$ cat src/rtl/mod113_pkg.sv
// Shared constants and types for the mod-113 reduction path.
package mod113_pkg;

  localparam int MODULUS = 113;
  localparam int RW      = 7;

  typedef logic [RW-1:0] residue_t;

  typedef enum logic {
    ACC  = 1'b0,
    HOLD = 1'b1
  } state_e;

endpackage

$ cat src/rtl/mod113_add.sv
// Combinational modular adder: (a + b) mod MODULUS, with a already reduced
// and b any RW-bit value.
module mod113_add #(
  parameter int MODULUS = mod113_pkg::MODULUS,
  parameter int RW      = mod113_pkg::RW
) (
  input  logic [RW-1:0] a,
  input  logic [RW-1:0] b,
  output logic [RW-1:0] sum
);

  localparam logic [RW-1:0] MOD_N = RW'(MODULUS);
  localparam logic [RW:0]   MOD_W = (RW+1)'(MODULUS);

  logic [RW-1:0] b_red;
  logic [RW:0]   s_raw;
  logic [RW:0]   s_red;

  // A single subtract suffices on both steps because 2*MODULUS > 2^RW.
  always_comb begin
    b_red = (b >= MOD_N) ? (b - MOD_N) : b;
    s_raw = {1'b0, a} + {1'b0, b_red};
    s_red = (s_raw >= MOD_W) ? (s_raw - MOD_W) : s_raw;
    sum   = s_red[RW-1:0];
  end

endmodule

$ cat src/rtl/mod113_residue_accum.sv
// Frame accumulator: sums partial residues mod MODULUS per in_last-delimited
// frame and presents one result through a single-entry valid/ready buffer.
module mod113_residue_accum #(
  parameter int MODULUS   = mod113_pkg::MODULUS,
  parameter int RW        = mod113_pkg::RW,
  parameter int MAX_TERMS = 16,
  parameter int CW        = $clog2(MAX_TERMS + 1)
) (
  input  logic          clk,
  input  logic          rst,
  input  logic          in_valid,
  output logic          in_ready,
  input  logic [RW-1:0] in_data,
  input  logic          in_last,
  output logic          out_valid,
  input  logic          out_ready,
  output logic [RW-1:0] out_data,
  output logic [CW-1:0] out_terms,
  output logic          out_err
);

  import mod113_pkg::*;

  localparam logic [CW-1:0] MAX_CNT = CW'(MAX_TERMS);

  state_e        state_q, state_d;
  logic [RW-1:0] acc_q, acc_d;
  logic [CW-1:0] cnt_q, cnt_d;
  logic          ovf_q, ovf_d;
  logic [RW-1:0] out_data_q, out_data_d;
  logic [CW-1:0] out_terms_q, out_terms_d;
  logic          out_err_q, out_err_d;

  logic [RW-1:0] sum;
  logic [CW-1:0] cnt_inc;
  logic          ovf_inc;
  logic          accept;

  mod113_add #(
    .MODULUS (MODULUS),
    .RW      (RW)
  ) u_add (
    .a   (acc_q),
    .b   (in_data),
    .sum (sum)
  );

  always_comb begin
    cnt_inc = (cnt_q == MAX_CNT) ? cnt_q : (cnt_q + CW'(1));
    ovf_inc = ovf_q | (cnt_q == MAX_CNT);
  end

  // acc/cnt/ovf are already cleared whenever HOLD is entered, so a beat taken
  // while the result drains starts a fresh frame on the same datapath.
  always_comb begin
    state_d     = state_q;
    acc_d       = acc_q;
    cnt_d       = cnt_q;
    ovf_d       = ovf_q;
    out_data_d  = out_data_q;
    out_terms_d = out_terms_q;
    out_err_d   = out_err_q;
    in_ready    = 1'b1;
    out_valid   = 1'b0;

    case (state_q)
      ACC: begin
        in_ready  = 1'b1;
        out_valid = 1'b0;
      end
      HOLD: begin
        in_ready  = out_ready;
        out_valid = 1'b1;
        if (out_ready) begin
          state_d = ACC;
        end
      end
      default: begin
        state_d = ACC;
      end
    endcase

    accept = in_valid & in_ready;

    if (accept) begin
      if (in_last) begin
        out_data_d  = sum;
        out_terms_d = cnt_inc;
        out_err_d   = ovf_inc;
        acc_d       = '0;
        cnt_d       = '0;
        ovf_d       = 1'b0;
        state_d     = HOLD;
      end else begin
        acc_d   = sum;
        cnt_d   = cnt_inc;
        ovf_d   = ovf_inc;
        state_d = ACC;
      end
    end
  end

  always_ff @(posedge clk or posedge rst) begin
    if (rst) begin
      state_q     <= ACC;
      acc_q       <= '0;
      cnt_q       <= '0;
      ovf_q       <= 1'b0;
      out_data_q  <= '0;
      out_terms_q <= '0;
      out_err_q   <= 1'b0;
    end else begin
      state_q     <= state_d;
      acc_q       <= acc_d;
      cnt_q       <= cnt_d;
      ovf_q       <= ovf_d;
      out_data_q  <= out_data_d;
      out_terms_q <= out_terms_d;
      out_err_q   <= out_err_d;
    end
  end

  assign out_data  = out_data_q;
  assign out_terms = out_terms_q;
  assign out_err   = out_err_q;

endmodule

$ cat config.mk
export PLATFORM = sky130hd
export DESIGN_NAME = mod113_residue_accum
export DESIGN_NICKNAME = d
export VERILOG_FILES = /design/src/rtl/mod113_pkg.sv /design/src/rtl/mod113_add.sv /design/src/rtl/mod113_residue_accum.sv
export SDC_FILE = /design/constraint.sdc
export NUM_CORES = 1
export LEC_CHECK = 0
export BUFFER_PORTS_ARGS = -buffer_cell sky130_fd_sc_hd__buf_2
export CORE_ASPECT_RATIO = 2
export CORE_MARGIN = 3
export CORE_UTILIZATION = 42
export CTS_BUF_LIST = sky130_fd_sc_hd__clkbuf_2
export CTS_CLUSTER_SIZE = 25
export DETAILED_ROUTE_END_ITERATION = 10
export HOLD_SLACK_MARGIN = 0.03
export SLEW_MARGIN = 5
export SYNTH_ARGS = -nofsm -noshare
export SYNTH_HDL_FRONTEND = slang
export SYNTH_SLANG_ARGS = --single-unit
$ cat constraint.sdc
create_clock -name clk -period 4 [get_ports clk]
set_input_delay 0.6 -clock clk [delete_from_list [all_inputs] [get_ports clk]]
set_output_delay 0.6 -clock clk [all_outputs]
set_load 0.02 [all_outputs]
==> results of run 1 <==
-- final cells by class --
cell class	count	area, um^2	area share
well taps	52	65.1	0.0320
flip-flops and latches	27	676	0.333
repair buffers	28	145	0.0715
clock buffers	4	20.0	0.00986
inverters	13	48.8	0.0240
multi-input cells	157	1080	0.530
-- report_power, final --
group / internal (mW) / switching [mW]
combinational: 0.331 / 0.476
sequential: 0.368 / 0.0698
clock: 0.0264 / 0.0828
total: 0.725 / 0.629
-- registers in the layout, summed over array words and instances (netlist names) --
name       flops
out_data       7
ovf_q          1
cnt_q          5
acc_q          7
state_q        1
out_terms      5
out_err        1
-- logic make-up (layout without fill, tap and decap cells) --
kind of cell	Yosys count	in the layout	synth area share
fa+ha+maj	16	16	0.113
flops	27	27	0.368
buf+inv	21	45	0.0470
compound gates	53	53	0.189
simple gates	70	70	0.187
mux	7	7	0.0402
xor+xnor	11	11	0.0565
-- placed cells by master, fill, tap and decap left out, types with 5 or more instances in the layout --
| master | count |
|---|---|
| ha_1 | 15 |
| nand3_1 | 8 |
| a21oi_1 | 9 |
| buf_2 | 26 |
| nor2_1 | 13 |
| dfrtp_1 | 27 |
| nand2_1 | 24 |
| o31ai_1 | 6 |
| nor3_1 | 5 |
| xnor2_1 | 6 |
| inv_1 | 13 |
| o21ai_0 | 16 |
| nor2b_1 | 6 |
-- path summary, 6_finish.rpt --
check / to / slack [ns] / cells after the start
setup / recovery: out_data[1] / 0.62 / 14
hold / removal: cnt_q[2] / 0.43 / 2
setup reg to reg: out_data[1] / 1.27 / 9
hold reg to reg: out_data[1] / 0.52 / 2
max in group asynchronous: out_data[2] / 2.94 / 2
min in group clk: out_data[1] / 0.52 / 2
-- per-layer routing --
metal | up-vias | routed length (um)
li1 | 773 | -
met5 | - | 0
met3 | 5 | 80
met1 | 735 | 1680
met2 | 18 | 2320
met4 | 0 | 59
==> impl_results.md, run 1 <==
- Status: completed
- Die footprint: ~5300 um^2
- Top cells by count, synth: dfrtp_1 (27), nand2_1 (24), o21ai_0 (16)
- Number of global-route vias before repair: roughly 1,500
- Global placement routability congestion: between 0.7 and 0.8
- CP endpoint kind: register
- Top cell by count, worst path: ha_1
- Clock Sinks: 27
- Via count: 1,531
- Met1 GRT Util: 0.209
- Post-route setup TNS: 0 ns
- Final setup fails: 0
- Fmax: around 300 MHz
- Largest area contributor in the netlist: dfrtp_1
- Pwr Density: between 600 and 700 nW/um^2
- Syn avg cell area: 8.97 um^2
- Mapped Area: 1840 um^2
- Worst setup margin: between 0.6 and 0.7 ns
- Fin area: 2030 um^2
- Post-synth EDFFs: 0
- CTS resizes: 0
- Final min period: roughly 3.4 ns
- Post-DR wirelength/cell: 14.7 um
- Total of max-cap violations: 0
- Final Hold Fails: 0
- First-pass GRT wire length: around 7000 um
- Crit-path max FO: 9
- CP max stage cell: fa_1
- Fraction of layout cells with a size suffix above 1: 0.166
- Crit-path max cell delay: 0.55 ns
- Finished Layout Cells: approximately 280
- Die Y: between 90 and 100 um
- Total power: between 1 and 1.5 mW
- Async S/R FF share, synth: 1.00
- Synth Warn #: 0
- Main synth FF type: dfrtp_1
- Synth area leaders: dfrtp_1 (37%), ha_1 (10%), nand2_1 (4.9%)
- GR Overflow Total: 0
- Yosys reg bits: 27
- Routed Antenna Nets: 0
- Pre-CTS setup slack: approximately 0.19 ns
- Clock skew: 0.0184 ns
- Nets: between 200 and 300
- Slew margin rel.: 0.305
- Met3 Track Usage GR: 0.0120
- Met2 Track Usage GR: 0.323
- CP delay by family, top: adder cells
- Busiest layer in global routing: met2
- IO Port Bufs: 26
- Period utilisation layout: 0.846
- Critical path required time: 4.26 ns
- Cell leakage power: approximately 0.97 nW
- Unrepaired setup endpoints after global routing: no
- Starting Density: 0.441
- Drt total wl: roughly 4100 um
- Latest clock arrival within the worst-skew pair: roughly 0.37 ns
- CTS tree: yes
- VDD IR max: between 0.4 and 0.5 mV
- Final Hold Slack: approximately 0.43 ns
- IO Pins: 27
- CORE AREA: 4170 um^2
- CTS buffer count: 3
- Post-cts hold buffer count: 0
- Setup crit start kind: input port
- RR Startpoint: acc_q[0]
- Num rows: 33
- Area growth syn-to-layout: 10.5%
- Post-DP HPWL: ~3300 um
- Worst path cell trace: buf_2 -> inv_1 -> ha_1 -> o21bai_1 -> xnor2_1 -> ha_1 -> inv_1 -> fa_1 -> ha_1 -> nand2_1 -> o31ai_1 -> o31a_1 -> mux2i_1 -> o21ai_0
- HP Class: input port to async pin
- Initial antenna violation count: 0
- Critical path type: input port to register
- Final core utilization: 0.487
- Proportion of netlist area held by the largest area contributor: 0.368
- Dpl cell area: approximately 2000 um^2
- Critical path startpoint: in_data[1]
- Worst-margin pin slew: between 1 and 1.5 ns
- Sequential share of the synthesized area: 0.368
- DP Cell Count: between 200 and 300
- Setup Buffers After CTS: 0
- DRC errors left: 0
- WP data arrival: ~3.7 ns
- Most frequent cell after synthesis: dfrtp_1
- CTS HTree Levels: 1
- Largest net degree at the start of global routing: 28
- Post-synthesis cell count: 205
- Count of pins over their slew limit: 0
- Post-synth cell types: 40
- Crit path buf inv count: 3
- Die width: around 53 um
- N_diodes: 0
- Filler cells: roughly 440
- Vias per cell: 5.45
- Root Driver: clkbuf_2
- Initial DRT Pass Iterations: 3
- Clk slew on worst S/H paths: between 0.2 and 0.3 ns
- Syn_nets: about 230
- Initial DRC count: 26
- All-Layer GR Usage: 0.176
- Clock buffer depth: 2
Power figures use the tool's default switching activity.
==> inputs of run 2 (changes only) <==
==> constraint.sdc (replaced) <==
create_clock -name clk -period 3.34 [get_ports clk]
set_input_delay 0.501 -clock clk [delete_from_list [all_inputs] [get_ports clk]]
set_output_delay 0.501 -clock clk [all_outputs]
set_load 0.02 [all_outputs]
==> impl_results.md, run 2 (synthesized netlist as in run 1, its figures left out) <==
- Critical path required time: approximately 3.7 ns
- Sw power: ~0.81 mW
- Global placement routability congestion: approximately 0.73
- Critical path type: input port to register
- Nets: between 200 and 300
- Area growth syn-to-layout: 22.7%
- CTS tree: yes
- All-Layer GR Usage: 0.184
- Worst-margin pin slew: 1.05 ns
- Num rows: 33
- VDD IR max: around 0.6 mV
- Fmax: 326 MHz
- Die Y: ~100 um
- Die footprint: approximately 5300 um^2
- Number of global-route vias before repair: between 1,500 and 2,000
- Final setup fails: 0
- Initial DRT Pass Iterations: 4
- Filler cells: ~430
- DRC errors left: 0
- Pwr Density: about 810 nW/um^2
- CORE AREA: about 4200 um^2
- Final min period: 3.07 ns
- Initial antenna violation count: 0
- Post-DR wirelength/cell: between 10 and 15 um
- Count of pins over their slew limit: 0
- Drt total wl: around 4400 um
- Flop pwr share: 0.287
- RR Startpoint: acc_q[0]
- Setup crit start kind: input port
- Worst setup margin: between 0.2 and 0.3 ns
- Clock buffer depth: 2
- Reg2reg end: out_data[1]
- N_diodes: 0
- Clk slew on worst S/H paths: about 0.25 ns
- Routed Antenna Nets: 0
- Cell internal pwr: just over 1 mW
- Gate power share: 0.641
- CTS buffer count: 3
- Final Hold Fails: 0
- CP endpoint kind: register
- Die width: ~53 um
- GR Overflow Total: 0
- HP Class: input port to async pin
- Unrepaired setup endpoints after global routing: no
- Cell leakage power: approximately 1.1 nW
- IO Pins: 27
- Most frequent cells in the layout: buf_4 (30), dfrtp_1 (27), buf_2 (26)
- Initial DRC count: 30
- R2R Setup Slk: 0.77 ns
- Post-DP HPWL: approximately 3400 um
- IO Port Bufs: 26
- Clock Sinks: 27
- Latest clock arrival within the worst-skew pair: 0.36 ns
- Via count: between 1,500 and 2,000
- Reg2Reg Depth: 8
- Largest net degree at the start of global routing: 28
- Root Driver: clkbuf_2
- CTS HTree Levels: 1
- Clock skew: between 0.0009 and 0.001 ns
- Period utilisation layout: 0.918
- Crit-path max FO: 4
- Clock Power Share: 0.072
- Setup Buffers After CTS: 0
- Sw frac: 0.442
- WP data arrival: approximately 3.4 ns
- Total of max-cap violations: 0
- First-pass GRT wire length: about 7400 um
- Commonest non-fill, non-tap cell in the layout: buf_4
- Status: completed
- Fraction of layout cells with a size suffix above 1: 0.260
- Pre-CTS setup slack: -0.212 ns
- Vias per cell: between 5 and 6
- Starting Density: 0.441
- Final Hold Slack: ~0.33 ns
- Slew margin rel.: 0.297
-- run 2: power groups by stage --
| stage | Combinational (mW) | Clock (mW) | Sequential [mW] |
|---|---|---|---|
| 4_1_cts | 1.15 | 0.135 | 0.527 |
| 3_5_place_dp | 1.14 | 0 | 0.534 |
| 3_3_place_gp | 1.14 | 0 | 0.530 |
| 5_1_grt | 1.31 | 0.147 | 0.541 |
| 6_report | 1.17 | 0.132 | 0.526 |
| 2_1_floorplan | 0.693 | 0 | 0.584 |
-- run 2: per-layer routing --
metal  vias to the layer above  part of all wire  global-route usage
li1                        834                 -                   -
met4                         0             0.022              0.0591
met2                        30              0.56               0.342
met5                         -                 0                   0
met1                       772              0.40               0.213
met3                         9             0.017              0.0105
-- run 2: worst max-delay path, stage by stage --
cell      delay (ns)
buf_2           0.10
nor2_1          0.14
nand3_1         0.12
o21bai_1        0.26
xnor2_1         0.16
ha_1            0.18
inv_1           0.05
fa_1            0.39
nor2b_1         0.19
o311ai_0        0.17
o211ai_2        0.13
o31ai_2         0.12
o31a_1          0.30
or4b_1          0.51
nand3_1         0.08
-- run 2: what timing repair did --
| item | CTS | global route |
|---|---|---|
| setup endpoints to repair | 0 | 5 |
| gates resized for setup | 0 | 1 |
| hold buffers | 0 | 0 |
-- run 2: layout make-up --
class / count / area (um^2) / area share
clock buffers: 4 / 20.0 / 0.00888
inverters: 13 / 48.8 / 0.0216
multi-input cells: 158 / 1090 / 0.483
flip-flops and latches: 27 / 676 / 0.300
well taps: 52 / 65.1 / 0.0289
repair buffers: 56 / 355 / 0.158
-- run 2: stage by stage --
stage	std cells	util	TNS, ns	power (mW)	instance area [um^2]
floorplan	205	-	0	1.28	1840
global placement	305	0.533	-0.460	1.67	2220
detailed placement	305	0.533	-1.25	1.68	2220
CTS	309	0.537	0	1.81	2240
global route	310	0.541	0	2.00	2250
finish	310	0.541	0	1.83	2250
-- run 2: worst max path at each step --
| stage | start | endpoint | slack (ns) | cells past startpoint |
|---|---|---|---|---|
| 2_1_floorplan | in_data[1] | acc_q[2] | 0.07 | 15 |
| 3_3_place_gp | in_data[3] | acc_q[2] | -0.12 | 15 |
| 3_5_place_dp | in_data[3] | acc_q[2] | -0.21 | 15 |
| 4_1_cts | in_data[3] | acc_q[2] | 0.20 | 15 |
| 5_1_grt | in_data[3] | out_data[1] | 0.01 | 15 |
| 6_report | in_data[3] | acc_q[2] | 0.27 | 15 |
==> inputs of run 3 (changes only) <==
--- a/config.mk
+++ b/config.mk
@@ -5,13 +5,13 @@
 export SDC_FILE = /design/constraint.sdc
 export NUM_CORES = 1
 export LEC_CHECK = 0
-export BUFFER_PORTS_ARGS = -buffer_cell sky130_fd_sc_hd__buf_2
 export CORE_ASPECT_RATIO = 2
-export CORE_MARGIN = 3
+export CORE_MARGIN = 10
 export CORE_UTILIZATION = 42
 export CTS_BUF_LIST = sky130_fd_sc_hd__clkbuf_2
 export CTS_CLUSTER_SIZE = 25
 export DETAILED_ROUTE_END_ITERATION = 10
+export DONT_BUFFER_PORTS = 1
 export HOLD_SLACK_MARGIN = 0.03
 export SLEW_MARGIN = 5
 export SYNTH_ARGS = -nofsm -noshare
==> impl_results.md, run 3 (synthesized netlist as in run 1, its figures left out) <==
- Status: completed
- All-Layer GR Usage: 0.114
- Worst-margin pin slew: roughly 1.0 ns
- DRC errors left: 0
- Clk slew on worst S/H paths: between 0.2 and 0.3 ns
- Sw frac: 0.450
- Global placement routability congestion: between 0.8 and 0.9
- Crit-path max FO: 8
- Starting Density: 0.428
- Post-DP HPWL: 3420 um
- Latest clock arrival within the worst-skew pair: 0.37 ns
- CTS tree: yes
- Post-cts hold buffer count: 0
- WP data arrival: around 3.4 ns
- Period utilisation layout: 0.920
- Post-route setup TNS: 0 ns
- Initial antenna violation count: 0
- Most frequent cells in the layout: dfrtp_1 (27), nand2_1 (24), o21ai_0 (16)
- Slew margin rel.: 0.313
- Clock skew: 0.0139 ns
- Vias per cell: between 5 and 6
- Total of max-cap violations: 0
- Final Hold Fails: 0
- Routed Antenna Nets: 0
- CTS HTree Levels: 1
- Clock buffer depth: 2
- Number of global-route vias before repair: between 1,500 and 2,000
- Critical path type: input port to register
- Flop pwr share: 0.366
- Unrepaired setup endpoints after global routing: no
- N_diodes: 0
- First-pass GRT wire length: just under 7000 um
- Initial DRT Pass Iterations: 4
- Total power: ~1.7 mW
- Fmax: roughly 330 MHz
- Cell internal pwr: 0.928 mW
- Clock Sinks: 27
- Root Driver: clkbuf_2
- Drt total wl: between 4000 and 5000 um
- IO Port Bufs: 0
- Cell leakage power: a little over 0.9 nW
- Final min period: between 3 and 4 ns
- Die Y: approximately 110 um
- CORE AREA: approximately 4300 um^2
- Setup Buffers After CTS: 0
- Num rows: 34
- Gate power share: 0.559
- CTS resizes: 0
- Commonest non-fill, non-tap cell in the layout: dfrtp_1
- Die footprint: roughly 7600 um^2
- IO Pins: 27
- CTS buffer count: 3
- Largest net degree at the start of global routing: 28
- Count of pins over their slew limit: 0
- Setup crit start kind: input port
- GR Overflow Total: 0
- Via count: 1,467
- Area growth syn-to-layout: 8.85%
- Clock Power Share: 0.075
- Nets: 245
- CP endpoint kind: register
- Final setup fails: 0
- Sw power: around 0.76 mW
- Fraction of layout cells with a size suffix above 1: 0.116
- Die width: 66.8 um
- Initial DRC count: 40
- VDD IR max: approximately 0.56 mV
- Critical path required time: 3.62 ns
- HP Class: input port to register
- Post-DR wirelength/cell: 15.6 um
- Pwr Density: between 800 and 900 nW/um^2
- Filler cells: 443
## run 3: cell types whose count changed in the layout (fill, tap and decap cells not counted)
cell      delta
buf_2       -26
buf_4       -15
clkbuf_2     -1
clkinv_2     +1
o31a_1       -1
o31ai_1      +1
o31ai_2      -1
## run 3: final timing paths
check	from	endpoint	slack, ns	cells past startpoint
worst min-delay path	in_last	ovf_q	0.17	1
worst max-delay path	in_data[3]	acc_q[0]	0.27	14
max in group asynchronous	rst	acc_q[2]	2.50	1
min in group asynchronous	rst	out_err	0.22	1
worst max register to register	acc_q[0]	acc_q[0]	0.73	10
worst min register to register	acc_q[6]	acc_q[6]	0.54	2
## run 3: worst max-delay path, cell delays in order
cell	delay [ns]
nor2_1	0.13
nand3_1	0.14
o21bai_1	0.29
xnor2_1	0.17
ha_1	0.18
inv_1	0.05
fa_1	0.54
ha_1	0.20
nand2_1	0.08
o31ai_1	0.28
o31a_1	0.32
buf_4	0.17
xnor2_1	0.07
o31ai_1	0.22
## run 3: metrics by stage
| step | instances | cell area, um^2 | setup WS (ns) | util | hold slack [ns] |
|---|---|---|---|---|---|
| final | 270 | 2000 | 0.266 | 0.466 | 0.171 |
| after CTS | 270 | 2000 | 0.255 | 0.466 | 0.166 |
| after detailed placement | 266 | 1980 | -0.135 | 0.461 | 0.495 |
| after global placement | 266 | 1980 | -0.0536 | 0.461 | 0.487 |
| after global routing | 270 | 2000 | 0.0631 | 0.466 | 0.141 |
| after floorplan | 205 | 1840 | 0.0665 | - | 0.455 |
## run 3: area by class of cell
cell class	instances	area (um^2)	area share
tap	54	67.6	0.0338
clock inverter	1	5.00	0.00250
multi-input combinational	157	1080	0.538
inverter	13	48.8	0.0244
clock buffer	3	15.0	0.00750
timing repair buffer	15	113	0.0563
sequential	27	676	0.338
## run 3: power groups by stage
stage	Clock [mW]	Combinational [mW]	Sequential, mW
floorplan	0	0.693	0.584
global placement	0	0.946	0.633
detailed placement	0	0.950	0.633
CTS	0.130	0.958	0.626
global route	0.141	1.06	0.642
finish	0.126	0.944	0.619
## run 3: layer usage
layer | share of wire | routed length (um) | track usage
met1 | 0.37 | 1550 | 0.109
met2 | 0.58 | 2430 | 0.221
met3 | 0.041 | 173 | 0.0187
met4 | 0.016 | 67 | 0.0464
met5 | 0 | 0 | 0
